**src/rtl/gf_pkg.sv**
```systemverilog
// gf_pkg: shared defaults, FSM state type and latency constants for the GF(2^M) datapath.
// Latency: n/a (types and constants only).
// Backpressure: n/a.
package gf_pkg;

   // Default field: GF(2^8) reduced by x^8 + x^4 + x^3 + x + 1.
   localparam int           M_C    = 8;
   localparam logic [M_C:0] POLY_C = 9'h11B;

   typedef enum logic [2:0] {
      IDLE,
      SQR,
      MUL,
      FIN,
      DONE
   } gf_div_state_t;

   // Handshake edge to first edge with egr_valid high.
   // Serial squaring: (2M-1) multiplies of M cycles, plus one.
   localparam int GF_DIV_LAT_C     = (2 * M_C - 1) * M_C + 1;
   // Combinational squaring: M-1 one-cycle squarings, M multiplies, plus one.
   localparam int GF_DIV_LAT_SQC_C = (M_C - 1) + M_C * M_C + 1;

endpackage

```
**src/rtl/gf_div_serial_if.sv**
```systemverilog
// gf_div_serial_if: operand ingress and quotient egress bundle of the serial GF divider.
// Latency: n/a (wiring only).
// Backpressure: valid/ready on both sides; the divider is the slave modport.
// Ports: ing_valid/ing_ready/ing_dividend/ing_divisor (operands in),
//        egr_valid/egr_ready/egr_quotient/egr_div_by_zero (result out).
interface gf_div_serial_if #(
   parameter int M = gf_pkg::M_C
);
   logic         ing_valid;
   logic         ing_ready;
   logic [M-1:0] ing_dividend;
   logic [M-1:0] ing_divisor;
   logic         egr_valid;
   logic         egr_ready;
   logic [M-1:0] egr_quotient;
   logic         egr_div_by_zero;

   // Operand source / result sink side.
   modport master (
      output ing_valid, ing_dividend, ing_divisor, egr_ready,
      input  ing_ready, egr_valid, egr_quotient, egr_div_by_zero
   );

   // Divider side.
   modport slave (
      input  ing_valid, ing_dividend, ing_divisor, egr_ready,
      output ing_ready, egr_valid, egr_quotient, egr_div_by_zero
   );
endinterface

```
**src/rtl/gf_mul_serial.sv**
```systemverilog
// gf_mul_serial: bit-serial GF(2^M) multiplier, Horner MSB-first, operands latched on start.
// Latency: start edge performs step 1; done pulses the cycle after step M (M cycles start to done edge).
// Backpressure: none; a new start restarts the multiply. Requires M >= 2.
// Ports: clk, rst_n (async active-low), start, a, b -> done (1-cycle pulse), product (held until next start).
module gf_mul_serial #(
   parameter int         M    = gf_pkg::M_C,
   parameter logic [M:0] POLY = gf_pkg::POLY_C
) (
   input  logic         clk,
   input  logic         rst_n,
   input  logic         start,
   input  logic [M-1:0] a,
   input  logic [M-1:0] b,
   output logic         done,
   output logic [M-1:0] product
);

   localparam int CW = $clog2(M);

   logic [M-1:0]  a_q;
   logic [M-1:0]  b_q;     // remaining multiplier bits, next one at the MSB
   logic [M-1:0]  acc;
   logic [CW-1:0] cnt;     // steps still to run after the start edge

   // One Horner step: acc*x mod POLY, then add a if the current b bit is set.
   function automatic logic [M-1:0] step(input logic [M-1:0] acc_in,
                                         input logic         bit_in,
                                         input logic [M-1:0] a_in);
      logic [M:0] sh;
      sh = {acc_in, 1'b0};
      if (sh[M]) sh = sh ^ POLY;
      return sh[M-1:0] ^ (bit_in ? a_in : '0);
   endfunction

   always_ff @(posedge clk or negedge rst_n) begin
      if (!rst_n) begin
         a_q  <= '0;
         b_q  <= '0;
         acc  <= '0;
         cnt  <= '0;
         done <= 1'b0;
      end else begin
         done <= 1'b0;
         if (start) begin
            // Accumulator starts from zero, so the first step reduces to b[M-1] ? a : 0.
            a_q <= a;
            b_q <= {b[M-2:0], 1'b0};
            acc <= step('0, b[M-1], a);
            cnt <= CW'(M - 1);
         end else if (cnt != '0) begin
            acc <= step(acc, b_q[M-1], a_q);
            b_q <= {b_q[M-2:0], 1'b0};
            cnt <= cnt - 1'b1;
            if (cnt == CW'(1)) done <= 1'b1;
         end
      end
   end

   assign product = acc;

endmodule

```
**src/rtl/gf_div_serial.sv**
```systemverilog
// gf_div_serial: GF(2^M) divider, quotient = a * b^(2^M-2), one division in flight on a shared serial multiplier.
// Latency: (2M-1)*M+1 cycles (121 @M=8); with GF_DIV_SQUARE_COMB_EN (M-1)+M*M+1 (72 @M=8); b=0 answers in 1.
// Backpressure: ing_ready only in IDLE; result held in DONE until egr_ready, ingress reopens the next cycle.
// Ports: clk, rst_n (async active-low), bus (gf_div_serial_if.slave: ing_* operands, egr_* result).
// Build option: define GF_DIV_SQUARE_COMB_EN for a one-cycle combinational squarer.
module gf_div_serial
   import gf_pkg::*;
#(
   parameter int         M    = M_C,
   parameter logic [M:0] POLY = POLY_C
) (
   input  logic           clk,
   input  logic           rst_n,
   gf_div_serial_if.slave bus
);

   localparam int            CW      = $clog2(M);
   localparam logic [CW-1:0] SQ_LAST = CW'(M - 1);

   gf_div_state_t state, state_nxt;

   logic [M-1:0]  a_q;     // dividend
   logic [M-1:0]  s_q;     // b^(2^i)
   logic [M-1:0]  r_q;     // running product of the squares
   logic [M-1:0]  q_q;
   logic          dbz_q;
   logic [CW-1:0] sq_cnt;  // squarings completed
   logic          live_q;  // low through reset and the first cycle after release

   logic          hs;
   logic          mul_start;
   logic          mul_done;
   logic [M-1:0]  mul_a;
   logic [M-1:0]  mul_b;
   logic [M-1:0]  mul_p;
   logic [M-1:0]  s_sq;    // next value of s when leaving SQR

`ifdef GF_DIV_SQUARE_COMB_EN
   localparam bit SQC_EN = 1'b1;

   // Squaring is linear: spread bit i to bit 2i, then fold the top bits back with POLY.
   function automatic logic [M-1:0] gf_sqr(input logic [M-1:0] x);
      logic [2*M-2:0] w;
      w = '0;
      for (int i = 0; i < M; i++) w[2*i] = x[i];
      for (int k = 2*M-2; k >= M; k--)
         if (w[k]) w[k -: M+1] = w[k -: M+1] ^ POLY;
      return w[M-1:0];
   endfunction

   assign s_sq = gf_sqr(s_q);
`else
   localparam bit SQC_EN = 1'b0;

   assign s_sq = mul_p;
`endif

   assign hs = bus.ing_valid && bus.ing_ready;

   gf_mul_serial #(.M(M), .POLY(POLY)) u_mul (
      .clk     (clk),
      .rst_n   (rst_n),
      .start   (mul_start),
      .a       (mul_a),
      .b       (mul_b),
      .done    (mul_done),
      .product (mul_p)
   );

   always_ff @(posedge clk or negedge rst_n) begin
      if (!rst_n) state <= IDLE;
      else        state <= state_nxt;
   end

   // The next multiply is launched on the same edge that retires the previous one,
   // so operands come straight from the multiplier output where the register
   // would still hold the old value.
   always_comb begin
      state_nxt = state;
      mul_start = 1'b0;
      mul_a     = s_q;
      mul_b     = s_q;
      case (state)
         IDLE: begin
            if (hs) begin
               if (bus.ing_divisor == '0) begin
                  state_nxt = DONE;
               end else begin
                  state_nxt = SQR;
                  mul_start = !SQC_EN;
                  mul_a     = bus.ing_divisor;
                  mul_b     = bus.ing_divisor;
               end
            end
         end
         SQR: begin
            if (SQC_EN || mul_done) begin
               state_nxt = MUL;
               mul_start = 1'b1;
               mul_a     = r_q;
               mul_b     = s_sq;
            end
         end
         MUL: begin
            if (mul_done) begin
               if (sq_cnt < SQ_LAST) begin
                  state_nxt = SQR;
                  mul_start = !SQC_EN;
               end else begin
                  state_nxt = FIN;
                  mul_start = 1'b1;
                  mul_a     = a_q;
                  mul_b     = mul_p;
               end
            end
         end
         FIN: begin
            if (mul_done) state_nxt = DONE;
         end
         DONE: begin
            if (bus.egr_ready) state_nxt = IDLE;
         end
         default: state_nxt = IDLE;
      endcase
   end

   always_ff @(posedge clk or negedge rst_n) begin
      if (!rst_n) begin
         a_q    <= '0;
         s_q    <= '0;
         r_q    <= '0;
         q_q    <= '0;
         dbz_q  <= 1'b0;
         sq_cnt <= '0;
         live_q <= 1'b0;
      end else begin
         live_q <= 1'b1;
         case (state)
            IDLE: begin
               if (hs) begin
                  a_q    <= bus.ing_dividend;
                  s_q    <= bus.ing_divisor;
                  r_q    <= M'(1);
                  sq_cnt <= '0;
                  if (bus.ing_divisor == '0) begin
                     q_q   <= '0;
                     dbz_q <= 1'b1;
                  end
               end
            end
            SQR: begin
               if (state_nxt == MUL) begin
                  s_q    <= s_sq;
                  sq_cnt <= sq_cnt + 1'b1;
               end
            end
            MUL: begin
               if (mul_done) r_q <= mul_p;
            end
            FIN: begin
               if (mul_done) begin
                  q_q   <= mul_p;
                  dbz_q <= 1'b0;
               end
            end
            default: ;
         endcase
      end
   end

   assign bus.ing_ready       = live_q && (state == IDLE);
   assign bus.egr_valid       = (state == DONE);
   assign bus.egr_quotient    = q_q;
   assign bus.egr_div_by_zero = dbz_q;

endmodule

```
**src/flat_wrapper.sv**
```systemverilog
// flat-port wrapper written by rule: the top's interface ports become plain ports
module gf_div_serial_flat import gf_pkg::*;
#(
   parameter int         M    = M_C,
   parameter logic [M:0] POLY = POLY_C
)
  (clk, rst_n, bus_ing_valid, bus_ing_dividend, bus_ing_divisor, bus_egr_ready, bus_ing_ready, bus_egr_valid, bus_egr_quotient, bus_egr_div_by_zero);
  gf_div_serial_if #(.M(M)) bus_i ();
  input  logic clk;
  input  logic rst_n;
  input wire logic [$bits(bus_i.ing_valid)-1:0] bus_ing_valid;
  input wire logic [$bits(bus_i.ing_dividend)-1:0] bus_ing_dividend;
  input wire logic [$bits(bus_i.ing_divisor)-1:0] bus_ing_divisor;
  input wire logic [$bits(bus_i.egr_ready)-1:0] bus_egr_ready;
  output wire logic [$bits(bus_i.ing_ready)-1:0] bus_ing_ready;
  output wire logic [$bits(bus_i.egr_valid)-1:0] bus_egr_valid;
  output wire logic [$bits(bus_i.egr_quotient)-1:0] bus_egr_quotient;
  output wire logic [$bits(bus_i.egr_div_by_zero)-1:0] bus_egr_div_by_zero;
  assign bus_i.ing_valid = bus_ing_valid;
  assign bus_i.ing_dividend = bus_ing_dividend;
  assign bus_i.ing_divisor = bus_ing_divisor;
  assign bus_i.egr_ready = bus_egr_ready;
  assign bus_ing_ready = bus_i.ing_ready;
  assign bus_egr_valid = bus_i.egr_valid;
  assign bus_egr_quotient = bus_i.egr_quotient;
  assign bus_egr_div_by_zero = bus_i.egr_div_by_zero;
  gf_div_serial #(.M(M), .POLY(POLY)) u_core (.clk(clk), .rst_n(rst_n), .bus(bus_i));
endmodule
```
**config.mk**
```make
export PLATFORM = sky130hd
export DESIGN_NAME = gf_div_serial_flat
export DESIGN_NICKNAME = d
export VERILOG_FILES = /design/src/rtl/gf_pkg.sv /design/src/rtl/gf_div_serial_if.sv /design/src/rtl/gf_mul_serial.sv /design/src/rtl/gf_div_serial.sv /design/src/flat_wrapper.sv
export SDC_FILE = /design/constraint.sdc
export NUM_CORES = 1
export LEC_CHECK = 0
export ABC_AREA = 1
export CAP_MARGIN = 30
export CORE_MARGIN = 10
export CORE_UTILIZATION = 45
export DETAILED_ROUTE_END_ITERATION = 16
export HOLD_SLACK_MARGIN = 0.06
export PLACE_DENSITY_LB_ADDON = 0.12
export SLEW_MARGIN = 0
export SYNTH_ARGS = -nofsm -noshare
export SYNTH_HDL_FRONTEND = slang
export SYNTH_HIERARCHICAL = 1
export SYNTH_SLANG_ARGS = --single-unit
export TNS_END_PERCENT = 100
```
**constraint.sdc**
```tcl
create_clock -name clk -period 2.3 [get_ports clk]
set_input_delay 0.46 -clock clk [delete_from_list [all_inputs] [get_ports clk]]
set_output_delay 0.46 -clock clk [all_outputs]
set_load 0.01 [all_outputs]
```
# After elaboration in Yosys (flattened, before gate mapping)
# Index checks and enable logic that the tools add are counted.
# word_totals
elab_cells,95
register_bits,68
inputBits,20
# op_classes
n_lt_le_gt_ge,1
n_mux,52
n_eq_ne,11
bitwise_logic,2
n_reduce_logical,14
n_addsub,2
# op_table
cell,count
2-to-1 mux 8 bit,22
case mux 8 bit (2 select lines),3
case mux 8 bit (3 select lines),2
2-to-1 mux 3 bit,10
case mux 3 bit (5 select lines),1
"== test 3 x 2 -> 1 bit, second input constant",3
2-to-1 mux 1 bit,9
logical NOT 8 bit,1
nonzero test 2 bit,4
XOR 8 bit,1
"== test 3 x 1 -> 1 bit, second input constant",2
"!= test 2 x 1 -> 1 bit, second input constant",3
case mux 3 bit (2 select lines),1
AND reduction 3 bit,2
2-to-1 mux 5 bit,1
"!= test 2 bit, second input constant",2
inverter 4 bit,1
case mux 1 bit (2 select lines),2
AND reduction 4 bit,1
"adder 3 x 1 -> 3 bit, second input constant",1
"== test 3 bit, second input constant",1
logical NOT 3 bit,1
"less-than comparator 3 bit, second input constant",1
nonzero test 3 bit,1
other kinds (5),6

# Logic depth before layout (Yosys ltp)
# Gate-level depths: netlist (run 1).
# logic_depth
depth_word,9
mapped_depth,14
depth_no_buf,13

# Hierarchy
# Netlist (run 1), hierarchy kept.
# by_module_without_submodules
mod,cells_each,seq_area_each_um2,area_each_um2,instances
gf_div_serial,414,1001.0,2691.3,1
gf_mul_serial,181,675.6,1417.6,1

# Least setup slack after synthesis (run 1)
# Ideal clock, no wire load.
# synth_path
path_type,reg2reg
start,reg u_core.state[2]
end,reg u_core.u_mul.acc[6] (netlist: u_core/u_mul/product[6])
arrival_ps,1762
required_time_ps,2182
path_buffers,3
path_stages_with_launch,14
setup_slack_ps,419
period_less_slack_ps,1881
cell_sequence,dfrtp_1 -> buf_6 -> nor2_4 -> nand3_2 -> nor2_4 -> nand2_2 -> o21ai_0 -> buf_4 -> nor2_8 -> inv_4 -> buf_6 -> nand2_2 -> a21oi_1 -> nor2_2
# synth_between
elab_cells_between_ends,14
classes_between,eq/ne: 2; mux: 7; reduce/logical: 5
# synth_lines
element,line_no,rtl
from (decl),gf_div_serial.sv:20,"gf_div_state_t state, state_nxt;"
from (signal assigned),gf_div_serial.sv:72,else state <= state_nxt;
logical NOT 3 bit,"gf_div_serial.sv:83, gf_div_serial.sv:171",
logical AND 1 bit,gf_div_serial.sv:171,assign bus.ing_ready = live_q && (state == IDLE);
logical AND 1 bit,gf_div_serial.sv:58,assign hs = bus.ing_valid && bus.ing_ready;
2-to-1 mux 1 bit,gf_div_serial.sv:85,if (hs) begin
case mux 1 bit (2 select lines) (*),gf_div_serial.sv:83,case (state)
net u_core.mul_start,gf_div_serial.sv:31,logic mul_start;
2-to-1 mux 8 bit / nonzero test 2 bit (equally long branches),-,
to (signal assigned),gf_mul_serial.sv:48,"acc <= step('0, b[M-1], a);"
to (signal assigned),gf_mul_serial.sv:51,"acc <= step(acc, b_q[M-1], a_q);"
to (decl),gf_mul_serial.sv:22,logic [M-1:0] acc;
# The timed path passes the listed nets; every way through them passes the cells marked *.
# A chain may end at the register's enable or synchronous reset.

# Worst setup path in the final report (run 1)
# layout_path
start,reg u_core.state[2]
end,out bus_ing_ready
# layout_between
elab_chain_cells,2
# layout_rtl
element,line_no,rtl
logical NOT 3 bit,gf_div_serial.sv:171,
logical AND 1 bit,gf_div_serial.sv:171,
to (decl),flat_wrapper.sv:15,output wire logic [$bits(bus_i.ing_ready)-1:0] bus_ing_ready;
# Every way passes these cells.

==> run_results.csv, run 1 <==
group,metric,value,unit
clock_tree,path_clk_slew,80,ps
sta,post-route-period-util,96.12,%
drt,postRouteAntennaNets,0,
global_route,grt_pass1_wl,19550,µm
layout,final_util,56.54,%
yosys,yosysWarnings,6,
floorplanning,num_rows,34,
critical_path,path_class,"flop to output port",
sta,setup_viol,0,
job,max_cap_violations,0,
global_route,top_usage_layer,"met2",
layout,syn_to_final_growth,21.16,%
clock_tree,htree_levels,3,
clock_tree,cts_buffers,9,
sta,max_freq,0.4523,GHz
clock_tree,clk_latency,350,ps
sta,hold_ws,107.3,ps
floorplanning,core-area,8806,µm²
global_route,grt_use_met1,23.33,%
sta,skew,12.34,ps
drt,drc,0,
global_route,antenna_found_initial,0,
placed_design,place_area,4721,µm²
critical_path,crit_chain,"nor2_4 > nand3_2 > inv_1 > clkdlybuf4s50_1",
floorplanning,start_util,46.66,%
clock_tree,root_buffer,"clkbuf_8",
min_path,min_path_type,"input port to asynchronous set/reset pin",
yosys,yosysSeqAreaShare,40.80,%
drt,wl_per_cell,15.62,µm
floorplanning,pin_count,31,
clock_tree,clock_path_buffers,2,
critical_path,startpoint_type,"flop",
critical_path,worstPathMaxFanout,6,
critical_path,r2r_end,"u_core/u_mul/product[6]$_DFFE_PN0P_",
layout,layout_commonest_cell,"nand2_1",
sta,rsz0062_at_grt,"no",
layout,nets,673,
layout,mostFrequentLayoutCells,"nand2_1, nand3_1, dfrtp_1",
global_route,grt_overflow,0,
yosys,ys_top_cells_by_area,"dfrtp_1, nand2_1, nand3_1",
drt,routed_wl,11900,µm
yosys,synthCells,595,
global_route,grt_pass1_vias,3945,
pwr,leakagePower,2.614,nW
global_route,grt_use_met2,31.31,%
critical_path,startpoint,"u_core/state[2]$_DFF_PN0_",
critical_path,timing.rr.start,"u_core/state[2]$_DFF_PN0_",
layout,layout-drive-gt1-share,12.08,%
layout,diodes,0,
yosys,synth_cell_types,34,
critical_path,critical_path.slowest_cell,"clkdlybuf4s50_1",
drt,avgViaCountPerCell,5.268,
drt,drt-pass1-iter-count,5,
run_status,status,"finished clean",
critical_path,arrival,1750,ps
sta,period_minus_slack,2211,ps
floorplanning,die_area,13350,µm²
yosys,yosysTopAreaCell,"dfrtp_1",
global_route,use_met3,2.687,%
yosys,synth_edf_count,0,
clock_tree,cts.sinks,67,
critical_path,worst_r2r_path_depth,13,
yosys,async_flop_share,100.0,%
placed_design,dp_hpwl,8550,µm
critical_path,rrSetupSlack,250,ps
yosys,synth.top_cell.area_share,40.80,%
global_route,grt_start_max_net_pins,68,
yosys,synth_area,4109,µm²
clock_tree,tritoncts,"yes",
layout,nFillCells,854,
global_route,track_usage,18.49,%
pwr,power.density,1463,nW/µm²
placed_design,port_buffers,30,
pwr,irDropWorstVdd,0.0004811,V
sta,finalHoldViolCount,0,
sta,slew_violations,0,
critical_path,critical-path-max-stage-delay,530,ps
yosys,synth.avg_cell_area,6.906,µm²
pwr,p_total,7.285,mW
floorplanning,die_w,115.6,µm
yosys,syn-num-nets,619,
layout,final_cell_area,4979,µm²
critical_path,critical_path.endpoint_type,"output port",
yosys,synth_seq_cells,67,
drt,vias,4014,
critical_path,critPathRequiredTime,1840,ps
floorplanning,die_y,115.6,µm
yosys,ys.flop_type,"dfrtp_1",
drt,drt_iter0_drc,309,
placed_design,gp_congestion,0.9386,
==> sequential cells by signal, summed over array words and instances (netlist names) <==
| signal | cells |
|---|---|
| u_core/a_q | 8 |
| u_core/bus.egr_div_by_zero | 1 |
| u_core/u_mul/a_q | 8 |
| u_core/sq_cnt | 3 |
| u_core/u_mul/done | 1 |
| u_core/live_q | 1 |
| u_core/r_q | 8 |
| u_core/u_mul/cnt | 3 |
| u_core/state | 3 |
| u_core/u_mul/b_q | 7 |
| u_core/u_mul/product | 8 |
| u_core/s_q | 8 |
| u_core/bus.egr_quotient | 8 |
==> final cells by class <==
cell class                      instances  area [µm²]  area share, %
Timing Repair Buffer                   66       653.1          13.12
Sequential cell                        67        1677          33.68
Clock buffer                            9       123.9          2.488
Multi-Input combinational cell        441        2048          41.14
Inverter                               64       242.7          4.876
Clock inverter                          7       98.84          1.985
Tap cell                              108       135.1          2.714
==> cell usage after synthesis (2+ instances only) <==
| cell | count |
|---|---|
| nand2_1 | 219 |
| nand3_1 | 71 |
| dfrtp_1 | 67 |
| inv_1 | 59 |
| nor2_1 | 46 |
| a21oi_1 | 33 |
| o21ai_0 | 24 |
| buf_2 | 8 |
| buf_4 | 7 |
| nand2_2 | 5 |
| o211ai_1 | 5 |
| buf_6 | 4 |
| clkbuf_1 | 4 |
| ha_1 | 4 |
| inv_2 | 4 |
| nor2_4 | 4 |
| o21ai_1 | 4 |
| xnor2_1 | 4 |
| nand4_1 | 3 |
| or2_2 | 3 |
| a31oi_1 | 2 |
| nand3_2 | 2 |
| nor2_2 | 2 |
==> what timing repair did <==
item	CTS	global route
setup buffers	0	2
endpoints found under the setup margin	0	24
hold buffers	0	0
gates resized for setup	0	1
==> cells by family after synthesis <==
family	Yosys count	share of synthesized area, %
AOI/OAI and AO/OA	73	9.623
DFF	67	40.80
xor gates and xnor gates	5	1.066
other	1	0.09126
buffers and inverters	87	9.622
and+or+nand+nor	358	37.58
adders and majority gates	4	1.218
==> routing by layer <==
layer	share of wire (%)	up-vias
met4	1.8	0
met5	0	-
met2	48	106
met3	4.9	18
met1	46	1898
li1	-	1992
==> stage by stage <==
step	setup WS, ps	instances	setup TNS, ps
2_1_floorplan	419.4	595	0
3_3_place_gp	40.80	744	0
3_5_place_dp	-4.984	744	-6.405
4_1_cts	35.38	760	0
5_1_grt	5.125	762	0
6_report	89.19	762	0
==> power by group <==
part	switching [mW]	leakage, nW	internal [mW]	total, mW
Sequential	0.511	0.838	1.69	2.20
Clock	0.511	0.110	0.618	1.13
Combinational	2.36	1.67	1.59	3.96
==> critical path, delay by kind of cell, from the launching register on <==
family | cells | cell delay, ps
DFF | 1 | 510
buffers and inverters | 2 | 590
and+or+nand+nor | 2 | 300
==> worst max-delay path by stage <==
stage	to	slack (ps)
final	bus_ing_ready	90
after global routing	bus_ing_ready	5
after floorplan	u_core/u_mul/product[6]$_DFFE_PN0P_	420
after global placement	u_core/u_mul/product[3]$_DFFE_PN0P_	40
after detailed placement	u_core/u_mul/product[6]$_DFFE_PN0P_	-5
after CTS	u_core/u_mul/product[6]$_DFFE_PN0P_	40
No activity file was read; power rests on OpenSTA's default activity.
==> run 2, diff against run 1 <==
--- a/config.mk
+++ b/config.mk
@@ -9,12 +9,12 @@
 export CAP_MARGIN = 30
 export CORE_MARGIN = 10
 export CORE_UTILIZATION = 45
+export CTS_CLUSTER_SIZE = 12
 export DETAILED_ROUTE_END_ITERATION = 16
 export HOLD_SLACK_MARGIN = 0.06
 export PLACE_DENSITY_LB_ADDON = 0.12
 export SLEW_MARGIN = 0
 export SYNTH_ARGS = -nofsm -noshare
 export SYNTH_HDL_FRONTEND = slang
-export SYNTH_HIERARCHICAL = 1
 export SYNTH_SLANG_ARGS = --single-unit
 export TNS_END_PERCENT = 100
==> run_results.csv, run 2 <==
group,metric,value,unit
run_status,status,"finished clean",
yosys,async_flop_share,100.0,%
floorplanning,start_util,46.91,%
drt,routed_wl,10700,µm
sta,setup_viol,0,
yosys,synth.avg_cell_area,7.495,µm²
critical_path,path_class,"flop to output port",
sta,final.setup.tns,0,ps
sta,post-route-period-util,94.28,%
yosys,yosysTopAreaCell,"dfrtp_1",
sta,finalHoldViolCount,0,
pwr,power.density,1355,nW/µm²
critical_path,timing.rr.start,"u_core.state[1]$_DFF_PN0_",
clock_tree,root_buffer,"clkbuf_8",
sta,max_freq,0.4612,GHz
critical_path,worstPathMaxFanout,5,
clock_tree,cts_buffers,9,
clock_tree,cts_setup_buffers,0,
floorplanning,die_y,113.2,µm
layout,nFillCells,823,
drt,drc,0,
sta,rsz0062_at_grt,"no",
global_route,grt_pass1_wl,17660,µm
yosys,synth_common_cells,"nand2_1, dfrtp_1, inv_1",
critical_path,startpoint_type,"flop",
floorplanning,num_rows,33,
floorplanning,die_w,113.2,µm
yosys,ys_top_cells_by_area,"dfrtp_1, nand2_1, inv_1",
yosys,yosysSeqAreaShare,42.85,%
placed_design,place_area,4317,µm²
critical_path,critPathRequiredTime,1840,ps
critical_path,r2r_end,"u_core.u_mul.product[6]$_DFFE_PN0P_",
sta,skew,9.537,ps
yosys,synth_seq_cells,67,
yosys,syn-num-nets,546,
drt,drt_iter0_drc,260,
layout,mostFrequentLayoutCells,"nand2_1, dfrtp_1, inv_1",
drt,wl_per_cell,15.95,µm
min_path,min_path_type,"input port to asynchronous set/reset pin",
critical_path,worst_r2r_path_depth,8,
global_route,grt_start_max_net_pins,68,
job,max_cap_violations,0,
floorplanning,core-area,8341,µm²
critical_path,arrival,1710,ps
clock_tree,cts_hold_buf,0,
clock_tree,clk_latency,350,ps
clock_tree,tritoncts,"yes",
drt,postRouteAntennaNets,0,
drt,vias,3523,
yosys,yosysWarnings,0,
layout,syn_to_final_growth,15.93,%
placed_design,dpl.cell_count,653,
yosys,synth_cell_types,41,
yosys,synth_edf_count,0,
sta,period_minus_slack,2168,ps
clock_tree,clock_path_buffers,2,
global_route,track_usage,17.09,%
placed_design,gp_congestion,0.8757,
clock_tree,cts_resized,0,
yosys,synth.top_cell.area_share,42.85,%
global_route,grt_overflow,0,
sta,slew_violations,0,
pwr,irDropWorstVdd,0.0005358,V
layout,fin_cells,671,
yosys,synth.most_common_cell,"nand2_1",
clock_tree,path_clk_slew,80,ps
floorplanning,pin_count,31,
layout,nets,585,
critical_path,rrSetupSlack,360,ps
layout,layout-drive-gt1-share,11.48,%
layout,layout_commonest_cell,"nand2_1",
clock_tree,htree_levels,3,
global_route,grt_pass1_vias,3416,
global_route,antenna_found_initial,0,
clock_tree,cts.sinks,67,
drt,drt-pass1-iter-count,7,
yosys,ys.flop_type,"dfrtp_1",
placed_design,port_buffers,30,
layout,diodes,0,
floorplanning,die_area,12820,µm²
yosys,synth_area,3913,µm²
pwr,leakagePower,2.251,nW
placed_design,dp_hpwl,7788,µm
layout,final_cell_area,4536,µm²
yosys,synthCells,522,
critical_path,critical_path.endpoint_type,"output port",
drt,avgViaCountPerCell,5.250,
[run 2: cell count changes after synthesis, sizes merged, moves of 6 or more]
| cell | delta |
|---|---|
| o22ai | +8 |
| nor2 | -10 |
| nand2 | -32 |
| a21oi | -13 |
| nand3 | -38 |
| o31ai | +6 |
[run 2: where the power goes]
part           total (mW)  internal (mW)  leakage, nW  switching [mW]
clock                1.04          0.559        0.106           0.477
combinational        3.01           1.12         1.29            1.89
sequential           2.10           1.68        0.853           0.429
total                6.15           3.35         2.25            2.80
[run 2: how the worst max path moves through the flow]
stage | startpoint | endpoint | slack (ps) | depth (start not counted)
after floorplan | u_core.state[1]$_DFF_PN0_ | u_core.s_q[1]$_DFFE_PN0P_ | 680 | 11
after global placement | bus_ing_divisor[5] | u_core.u_mul.b_q[2]$_DFFE_PN0P_ | 80 | 11
after detailed placement | bus_ing_divisor[5] | u_core.u_mul.product[6]$_DFFE_PN0P_ | 9 | 10
after CTS | u_core.state[1]$_DFF_PN0_ | bus_ing_ready | 10 | 4
after global routing | u_core.state[0]$_DFF_PN0_ | bus_egr_valid | 50 | 2
final | u_core.state[1]$_DFF_PN0_ | bus_ing_ready | 130 | 4
[run 2: layout make-up]
class                           count  area (µm²)  share of cell area (%)
Clock buffer                       12       155.1                   3.421
Clock inverter                      4       48.80                   1.076
Inverter                           68       257.7                   5.683
Multi-Input combinational cell    369        1826                   40.25
Sequential cell                    67        1677                   36.97
Tap cell                          105       131.4                   2.897
Timing Repair Buffer               46       440.4                   9.710
[run 2: cell families after synthesis]
kind of cell,after synthesis,synth area share (%)
AO/OA/AOI/OAI,78,12.28
AND/OR/NAND/NOR,279,31.44
other,1,0.09585
XOR/XNOR,7,1.567
adder cells (fa/ha/maj),4,1.279
flip-flops,67,42.85
buffers and inverters,86,10.49
[run 2: worst max-delay path, cell delays in order (launching register included)]
cell and delay [ps]:
dfrtp_1 460, nor2_4 180, nand3_4 110, inv_1 70, clkdlybuf4s50_1 540
[run 2: per-layer routing]
| metal | vias to the layer above | share of wire, % | global-route usage [%] |
|---|---|---|---|
| li1 | 1728 | - | - |
| met1 | 1630 | 47 | 23.46 |
| met2 | 145 | 44 | 25.84 |
| met3 | 20 | 7.3 | 3.909 |
| met4 | 0 | 2.0 | 5.499 |
| met5 | - | 0 | 0 |
[run 2: metrics by stage]
step	total power [mW]	setup WS, ps	utilization [%]	hold slack (ps)
after global placement	5.024	75.58	51.76	464.2
after global routing	6.666	53.20	54.38	147.3
final	6.147	131.6	54.38	99.88
after floorplan	4.203	683.3	-	164.4
after CTS	6.131	11.31	54.20	141.8
after detailed placement	5.082	9.205	51.76	466.8
